$ cat config.mk
export PLATFORM = sky130hd
export DESIGN_NAME = display_time_ctrl
export DESIGN_NICKNAME = d
export VERILOG_FILES = /design/src/rtl/display_time_ctrl.sv
export SDC_FILE = /design/constraint.sdc
export NUM_CORES = 1
export LEC_CHECK = 0
export CAP_MARGIN = 20
export CELL_PAD_IN_SITES_DETAIL_PLACEMENT = 1
export CELL_PAD_IN_SITES_GLOBAL_PLACEMENT = 1
export CORE_ASPECT_RATIO = 1.1
export CORE_UTILIZATION = 47
export DETAILED_ROUTE_END_ITERATION = 12
export PLACE_DENSITY = 0.82
export SLEW_MARGIN = 20
export SYNTH_ARGS = -nofsm -noshare
export SYNTH_HDL_FRONTEND = slang
export SYNTH_SLANG_ARGS = --single-unit
$ cat constraint.sdc
create_clock -name VGA_CLK -period 4.4 [get_ports VGA_CLK]
set_input_delay 1.32 -clock VGA_CLK [delete_from_list [all_inputs] [get_ports VGA_CLK]]
set_output_delay 1.32 -clock VGA_CLK [all_outputs]
set_load 0.02 [all_outputs]
$ cat src/rtl/display_time_ctrl.sv
// Clock-face time keeper: BCD HH:MM:SS, time-set mode, frame-synchronous display
// shadow with edit blinking, hourly-chime and alarm indicators. Single VGA_CLK domain.
module display_time_ctrl #(
  parameter int             P_BLINK_FRAMES  = 30,
  parameter int             P_HOURLY_FRAMES = 120,
  parameter int             P_ALARM_FRAMES  = 600,
  parameter logic [7:0]     P_ALARM_HH      = 8'h07,
  parameter logic [7:0]     P_ALARM_MM      = 8'h00
) (
  input  logic        VGA_CLK,
  input  logic        RST_N,
  input  logic        FRAME_START,
  input  logic        SEC_TICK,
  input  logic        KEY_MODE,
  input  logic        KEY_NEXT,
  input  logic        KEY_INC,
  output logic [23:0] NUMBER_BCD,
  output logic [5:0]  NUMBER_ENABLE,
  output logic        HOURLY,
  output logic        ALARM,
  output logic        EDIT_ACTIVE
);

  localparam int BLINK_W  = (P_BLINK_FRAMES  > 1) ? $clog2(P_BLINK_FRAMES)  : 1;
  localparam int HOURLY_W = (P_HOURLY_FRAMES > 1) ? $clog2(P_HOURLY_FRAMES) : 1;
  localparam int ALARM_W  = (P_ALARM_FRAMES  > 1) ? $clog2(P_ALARM_FRAMES)  : 1;
  localparam logic [BLINK_W-1:0]  BLINK_LAST  = BLINK_W'(P_BLINK_FRAMES - 1);
  localparam logic [HOURLY_W-1:0] HOURLY_LAST = HOURLY_W'(P_HOURLY_FRAMES - 1);
  localparam logic [ALARM_W-1:0]  ALARM_LAST  = ALARM_W'(P_ALARM_FRAMES - 1);

  typedef enum logic [1:0] {RUN = 2'd0, EDIT_HH = 2'd1, EDIT_MM = 2'd2, EDIT_SS = 2'd3} state_t;

  // Per-nibble BCD increment wrapping from 'last' back to 00.
  function automatic logic [7:0] bcd_inc(input logic [7:0] v, input logic [7:0] last);
    if (v == last)
      bcd_inc = 8'h00;
    else if (v[3:0] == 4'h9)
      bcd_inc = {v[7:4] + 4'h1, 4'h0};
    else
      bcd_inc = {v[7:4], v[3:0] + 4'h1};
  endfunction

  state_t              state_r;
  logic [7:0]          hh_r, mm_r, ss_r;
  logic [BLINK_W-1:0]  blink_cnt_r;
  logic                blink_phase_r;
  logic [HOURLY_W-1:0] hourly_cnt_r;
  logic [ALARM_W-1:0]  alarm_cnt_r;
  logic                hourly_r, alarm_r, edit_active_r;
  logic [23:0]         number_bcd_r;
  logic [5:0]          number_enable_r;

  logic [7:0] ss_tick_s, mm_tick_s, hh_tick_s;
  logic       run_tick_s, hourly_hit_s, alarm_hit_s;
  logic       enter_edit_s, next_act_s, any_key_s;
  logic [5:0] enable_s;

  // Tick successor of the working time plus decoded key/flag events.
  always_comb begin
    ss_tick_s    = bcd_inc(ss_r, 8'h59);
    mm_tick_s    = (ss_r == 8'h59) ? bcd_inc(mm_r, 8'h59) : mm_r;
    hh_tick_s    = (ss_r == 8'h59 && mm_r == 8'h59) ? bcd_inc(hh_r, 8'h23) : hh_r;
    run_tick_s   = (state_r == RUN) && SEC_TICK;
    hourly_hit_s = (mm_tick_s == 8'h00) && (ss_tick_s == 8'h00);
    alarm_hit_s  = (hh_tick_s == P_ALARM_HH) && (mm_tick_s == P_ALARM_MM) && (ss_tick_s == 8'h00);
    enter_edit_s = (state_r == RUN) && KEY_MODE;
    next_act_s   = (state_r != RUN) && !KEY_MODE && KEY_NEXT;
    any_key_s    = KEY_MODE || KEY_NEXT || KEY_INC;
  end

  // Digit enables: the edited field follows the blink phase, everything else lit.
  always_comb begin
    enable_s = 6'h3F;
    case (state_r)
      RUN:     enable_s = 6'h3F;
      EDIT_HH: enable_s = {blink_phase_r, blink_phase_r, 4'hF};
      EDIT_MM: enable_s = {2'b11, blink_phase_r, blink_phase_r, 2'b11};
      EDIT_SS: enable_s = {4'hF, blink_phase_r, blink_phase_r};
      default: enable_s = 6'h3F;
    endcase
  end

  // Mode FSM, working time, blink/flag counters and frame-synchronous display shadow.
  always_ff @(posedge VGA_CLK) begin
    if (!RST_N) begin
      state_r         <= RUN;
      hh_r            <= 8'h00;
      mm_r            <= 8'h00;
      ss_r            <= 8'h00;
      blink_cnt_r     <= '0;
      blink_phase_r   <= 1'b1;
      hourly_cnt_r    <= '0;
      alarm_cnt_r     <= '0;
      hourly_r        <= 1'b0;
      alarm_r         <= 1'b0;
      edit_active_r   <= 1'b0;
      number_bcd_r    <= 24'h000000;
      number_enable_r <= 6'h3F;
    end else begin
      case (state_r)
        RUN: begin
          if (SEC_TICK) begin
            hh_r <= hh_tick_s;
            mm_r <= mm_tick_s;
            ss_r <= ss_tick_s;
          end
          if (KEY_MODE) begin
            state_r       <= EDIT_HH;
            edit_active_r <= 1'b1;
          end
        end
        EDIT_HH: begin
          if (KEY_MODE) begin
            state_r       <= RUN;
            edit_active_r <= 1'b0;
          end else if (KEY_NEXT) state_r <= EDIT_MM;
          else if (KEY_INC)      hh_r    <= bcd_inc(hh_r, 8'h23);
        end
        EDIT_MM: begin
          if (KEY_MODE) begin
            state_r       <= RUN;
            edit_active_r <= 1'b0;
          end else if (KEY_NEXT) state_r <= EDIT_SS;
          else if (KEY_INC)      mm_r    <= bcd_inc(mm_r, 8'h59);
        end
        EDIT_SS: begin
          if (KEY_MODE) begin
            state_r       <= RUN;
            edit_active_r <= 1'b0;
          end else if (KEY_NEXT) state_r <= EDIT_HH;
          else if (KEY_INC)      ss_r    <= bcd_inc(ss_r, 8'h59);
        end
        default: begin
          state_r       <= RUN;
          edit_active_r <= 1'b0;
        end
      endcase

      if (enter_edit_s || next_act_s) begin
        blink_cnt_r   <= '0;
        blink_phase_r <= 1'b1;
      end else if (FRAME_START) begin
        if (blink_cnt_r == BLINK_LAST) begin
          blink_cnt_r   <= '0;
          blink_phase_r <= ~blink_phase_r;
        end else begin
          blink_cnt_r <= blink_cnt_r + BLINK_W'(1);
        end
      end

      // A fresh trigger outranks frame counting; entering edit silences both flags.
      if (enter_edit_s) begin
        hourly_r     <= 1'b0;
        hourly_cnt_r <= '0;
      end else if (run_tick_s && hourly_hit_s) begin
        hourly_r     <= 1'b1;
        hourly_cnt_r <= '0;
      end else if (FRAME_START && hourly_r) begin
        if (hourly_cnt_r == HOURLY_LAST) begin
          hourly_r     <= 1'b0;
          hourly_cnt_r <= '0;
        end else begin
          hourly_cnt_r <= hourly_cnt_r + HOURLY_W'(1);
        end
      end

      if (enter_edit_s) begin
        alarm_r     <= 1'b0;
        alarm_cnt_r <= '0;
      end else if (run_tick_s && alarm_hit_s) begin
        alarm_r     <= 1'b1;
        alarm_cnt_r <= '0;
      end else if (any_key_s) begin
        alarm_r     <= 1'b0;
        alarm_cnt_r <= '0;
      end else if (FRAME_START && alarm_r) begin
        if (alarm_cnt_r == ALARM_LAST) begin
          alarm_r     <= 1'b0;
          alarm_cnt_r <= '0;
        end else begin
          alarm_cnt_r <= alarm_cnt_r + ALARM_W'(1);
        end
      end

      if (FRAME_START) begin
        number_bcd_r    <= {hh_r, mm_r, ss_r};
        number_enable_r <= enable_s;
      end
    end
  end

  assign NUMBER_BCD    = number_bcd_r;
  assign NUMBER_ENABLE = number_enable_r;
  assign HOURLY        = hourly_r;
  assign ALARM         = alarm_r;
  assign EDIT_ACTIVE   = edit_active_r;

endmodule
==> out/results.txt, run 1 <==
multi-input logic area = 2349 um2
Post-Synthesis Cells = 457
vias in the first global route = 3,319
Max-Cap Viols = 0
Root Buffer = clkbuf_8
routed len/inst = 15.57 um
outcome = completed
Clock power frac = 0.442
largest net degree at the start of global routing = 32
r2r startpoint = ss_r[0]
crit path DAT = 3590 ps
Final Cycle Share = 0.7687
commonest non-fill, non-tap cells in the layout = dfxtp_1, clkdlybuf4s50_1, nand2_1, nor2b_1, nor2_1
Post-synth EDFFs = 0
NetSw = 0.0003139 W
Worst-path clk slew = 80 ps
Seq/Total Area, Yosys = 0.3856
dpl ws = 693.9 ps
gpl congestion = 0.8421
I/O pin count = 40
Pint = 0.001142 W
number of fill cells in the layout = 990
Skew-Pair Late Insertion Delay = 350 ps
antenna violations before repair = 0
setup tns final = 0 ps
post-DP HPWL = 6633 um
drt total wl = 9312 um
Max Clk Rate = 0.2957 GHz
FF+latch area = 1582 um2
Synth-to-Final Area Change = 16.02%
#FFs+latches synth = 79
syn_nets = 480
first drt pass iteration count = 4
CTS Hold Bufs = 0
Post-Synth Simple-Gate Area = 0.2868
VDD IR max = 0.2141 mV
cts bufs inserted = 9
Setup CP Type = input pin to register
share of cells above drive strength 1 = 0.05749
NumNets Final = 507
die area = 9105 um2
CTS tree = yes
post-synthesis cell type count = 63
Initial Utilization = 0.4878
minimum clock period = 3382 ps
WP data required = 4610 ps
Sw Ratio = 0.2155
min-delay src = EDIT_ACTIVE
PwrDens = 306.0 nW/um2
via count = 3,325
1st-iter DRT viols = 65
Synth warnings = 0
post-cts sizing count = 0
clock buffer depth = 2
predominant post-synthesis flop cell = dfxtp_1
Post-CTS Setup Inserts = 0
Synth Area in Adders = 0.04881
Seq pwr share = 0.503
asr flop ratio synth = 0
# diodes = 0
global-route wire length before repair = 15,890 um
mux contribution to synthesized area = 0.07566
Remaining DRCs = 0
fraction of power consumed by combinational cells = 0.055
grt ovf = 0
Static Leak = 1.762 nW
most common cell after layout, fill and taps aside = dfxtp_1
Die Width = 91.07 um
worst setup margin = 1018 ps
Setup crit start kind = input pin
clk sinks = 79
PortBufs = 39
syn avg cell area = 8.975 um2
Hold Path Class = register to register
final setup vio count = 0
CP endpoint kind = register
final hold violation count = 0
GRT Util Overall = 0.2183
CTS H-Tree Depth = 3
xor and xnor fraction of the mapped netlist area = 0.04912
DRT antenna net count = 0
unrepaired setup endpoints after global routing = no
skew final = 7.481 ps
relative slew slack = 0.3845
routed vias/inst = 5.560
final max-slew violation count = 0
critical path startpoint = SEC_TICK
largest family of logic cells by synthesized area = simple AND/OR/NAND/NOR gates
post-layout util = 0.5659
Slew @ Worst Pin = 911.3 ps
Synth Cell Area = 4101 um2
Die Span Y = 99.98 um
core area = 8408 um2
CP max FO = 7
Synth Area in Compound Gates = 0.1123
row count = 35
state kept, by name, summed over array words and instances (netlist names):
register / flops
NUMBER_BCD: 24
alarm_cnt_r: 10
hh_r: 8
mm_r: 8
ss_r: 8
hourly_cnt_r: 7
blink_cnt_r: 5
NUMBER_ENABLE: 3
state_r: 2
ALARM: 1
EDIT_ACTIVE: 1
HOURLY: 1
blink_phase_r: 1
critical path: stages:
cell,delay (ps)
clkdlybuf4s50_1,500
nor3b_2,250
o311ai_0,170
a2111oi_0,430
nand4_1,290
o21bai_1,520
nor3_1,110
synth_stat cells (all sizes together) (2+ instances only):
master    n  area [um2]
mux2i    31       310.3
nor2     33       123.9
o21a      3       22.52
a2111oi   3       45.05
dfxtp    79        1582
and3b     3       26.28
and2      8       50.05
o21ai    15       75.07
and3      6       37.54
nor3b     7       57.55
nor4b     2       23.77
nand3b    5       37.54
nand4b    4       50.05
o31ai     3       27.52
nand3    11       55.05
or2       2       15.02
nor3     16       91.34
nor4bb    2       20.02
xor2     14       122.6
nor4      5       31.28
or3       4       25.02
or4       4       30.03
a21oi    14       70.07
ha       16       200.2
clkbuf   15       56.30
nor2b    34       212.7
buf      11       66.31
a21o      2       15.01
xnor2     9       78.83
a21boi   10       75.07
nand2    34       127.6
nand4     6       37.54
nand2b   14       95.09
a31oi     3       18.77
inv      13       48.80
power by group through the flow:
stage          registers [W]  logic (W)  clock network [W]
2_1_floorplan       0.000747  0.0000566                  0
3_3_place_gp        0.000749  0.0000781                  0
3_5_place_dp        0.000749  0.0000807                  0
4_1_cts             0.000732  0.0000813           0.000651
5_1_grt             0.000734  0.0000879           0.000679
6_report            0.000732  0.0000803           0.000644
through the flow:
step | hold WS [ps] | instances | area, um2 | total power, W
floorplan | 471.6 | 457 | 4101 | 0.0008037
global placement | 468.3 | 584 | 4526 | 0.0008267
detailed placement | 486.5 | 584 | 4526 | 0.0008300
CTS | 499.4 | 598 | 4758 | 0.001465
global route | 516.5 | 598 | 4758 | 0.001501
finish | 490.7 | 598 | 4758 | 0.001456
final timing paths:
path              slack, ps  depth (start not counted)         endpoint
setup / recovery       1020                          7  hourly_cnt_r[3]
hold / removal          490                          2      EDIT_ACTIVE
setup reg to reg       1650                          7  hourly_cnt_r[3]
hold reg to reg         490                          2      EDIT_ACTIVE
metal layers:
metal	part of all wire	global-route usage
met5	0	0
met3	0.026	0.02955
met1	0.45	0.2593
met4	0.019	0.08913
met2	0.51	0.3974
area by class of cell:
class                   instances  area share
clock buffers                  10     0.02892
clock inverters                 4     0.01998
multi-input cells             339      0.4936
inverters                      13     0.01026
repair buffers                 42     0.08572
flip-flops and latches         79      0.3324
well taps                     111     0.02919
cell families after synthesis:
family	Yosys count
compound gates	66
xor+xnor	23
fa+ha+maj	16
buf+inv	39
flops	79
mux	31
simple gates	203
No activity file was read; power rests on OpenSTA's default activity.
==> run 2, diff against run 1 <==
CORE_UTILIZATION = 44   (was 47)
PLACE_DENSITY = 0.77   (was 0.82)
clock period = 3.35 ns   (was 4.4 ns; I/O delays follow)
==> run 2 against run 1 <==
Against the previous run:
- via count shrank 1.8%
- sequential power grew 31%
- non-clock buffer count grew 4
- power grew 27%
- utilization shrank 3.4 points
- critical path depth is the same
- sequential share of layout area shrank 0.087 points
- flip-flop and latch count is the same
- combinational power grew 36%
- critical endpoint is now alarm_cnt_r[1]
- largest cell class unchanged
- largest power group unchanged
==> out/results.txt, run 2 (synthesized netlist as in run 1, its figures left out) <==
final max-slew violation count = 0
post-layout util = 0.5322
global-route wire length before repair = 15,260 um
drt total wl = 9295 um
Setup CP Type = input pin to register
share of cells above drive strength 1 = 0.06504
post-cts sizing count = 0
CTS H-Tree Depth = 3
routed vias/inst = 5.389
Static Leak = 1.771 nW
skew final = 9.923 ps
grt ovf = 0
relative slew slack = 0.4745
Cells after DPL = 591
routed len/inst = 15.34 um
gpl congestion = 0.9108
Synth-to-Final Area Change = 16.32%
worst setup margin = 385.7 ps
Slew @ Worst Pin = 788.3 ps
final setup vio count = 0
1st-iter DRT viols = 68
Setup crit start kind = input pin
Post-CTS Setup Inserts = 0
number of fill cells in the layout = 1,031
most common cell after layout, fill and taps aside = dfxtp_1
WP data required = 3590 ps
Initial Utilization = 0.4576
Worst-path clk slew = 80 ps
row count = 36
# diodes = 0
PwrDens = 387.3 nW/um2
CTS Hold Bufs = 0
Root Buffer = clkbuf_8
clock buffer depth = 2
Skew-Pair Late Insertion Delay = 360 ps
CTS tree = yes
DRT antenna net count = 0
GRT Util Overall = 0.2041
die area = 9712 um2
NumNets Final = 511
PortBufs = 39
dpl ws = 29.50 ps
via count = 3,266
Hold Path Class = register to register
outcome = completed
minimum clock period = 2964 ps
VDD IR max = 0.2115 mV
crit path DAT = 3200 ps
clk sinks = 79
unrepaired setup endpoints after global routing = no
Final Cycle Share = 0.8849
setup tns final = 0 ps
final hold violation count = 0
post-DP HPWL = 6593 um
commonest non-fill, non-tap cells in the layout = dfxtp_1, clkdlybuf4s50_1, nand2_1, nor2b_1, nor2_1
cts bufs inserted = 9
CP endpoint kind = register
Max-Cap Viols = 0
Die Width = 94.06 um
Largest register FFs = 24
CP max FO = 10
Die Span Y = 103.3 um
core area = 8964 um2
final non-filler cell total = 606
Max Clk Rate = 0.3374 GHz
I/O pin count = 40
vias in the first global route = 3,166
antenna violations before repair = 0
first drt pass iteration count = 4
largest net degree at the start of global routing = 35
Remaining DRCs = 0
## run 2: through the flow
step	cell area, um2	total power, W	hold slack, ps
6_report	4771	0.001848	508.8
5_1_grt	4771	0.001920	534.1
4_1_cts	4771	0.001870	509.6
3_5_place_dp	4559	0.001094	496.7
3_3_place_gp	4559	0.001091	485.0
2_1_floorplan	4101	0.001056	471.6
## run 2: cell type report
type                       instances  area, um2  share of cell area
clock buffer                      11      141.4             0.02964
clock inverter                     4      70.07             0.01469
inverter                          13      48.80             0.01023
multi-input combinational        339       2349              0.4923
sequential                        79       1582              0.3315
tap                              114      142.6             0.02990
timing repair buffer              46      437.9             0.09179
## run 2: per-layer routing
metal | GRT usage | share of wire | wire length [um]
met5 | 0 | 0 | 0
met4 | 0.08166 | 0.014 | 134
met3 | 0.04167 | 0.023 | 218
met2 | 0.3549 | 0.49 | 4579
met1 | 0.2475 | 0.47 | 4362
## run 2: worst paths after layout
path              cells past startpoint   startpoint        endpoint  slack [ps]
hold / removal                        2  EDIT_ACTIVE     EDIT_ACTIVE         510
setup / recovery                      7     SEC_TICK  alarm_cnt_r[1]         390
hold reg to reg                       2  EDIT_ACTIVE     EDIT_ACTIVE         510
setup reg to reg                      7      ss_r[0]  alarm_cnt_r[1]         610
## run 2: critical path, cell delays in order
cell             delay, ps
clkdlybuf4s50_1        470
nor3b_2                220
o311ai_0               190
a2111oi_0              470
nand4_1                290
nor3_4                 450
nor3b_1                 90
## run 2: where the power goes
| part | leakage, nW | switching, W | internal [W] |
|---|---|---|---|
| Clock | 0.109 | 0.000343 | 0.000434 |
| Sequential | 0.638 | 0.0000141 | 0.000948 |
| Combinational | 1.02 | 0.0000594 | 0.0000500 |
| Total | 1.77 | 0.000417 | 0.00143 |
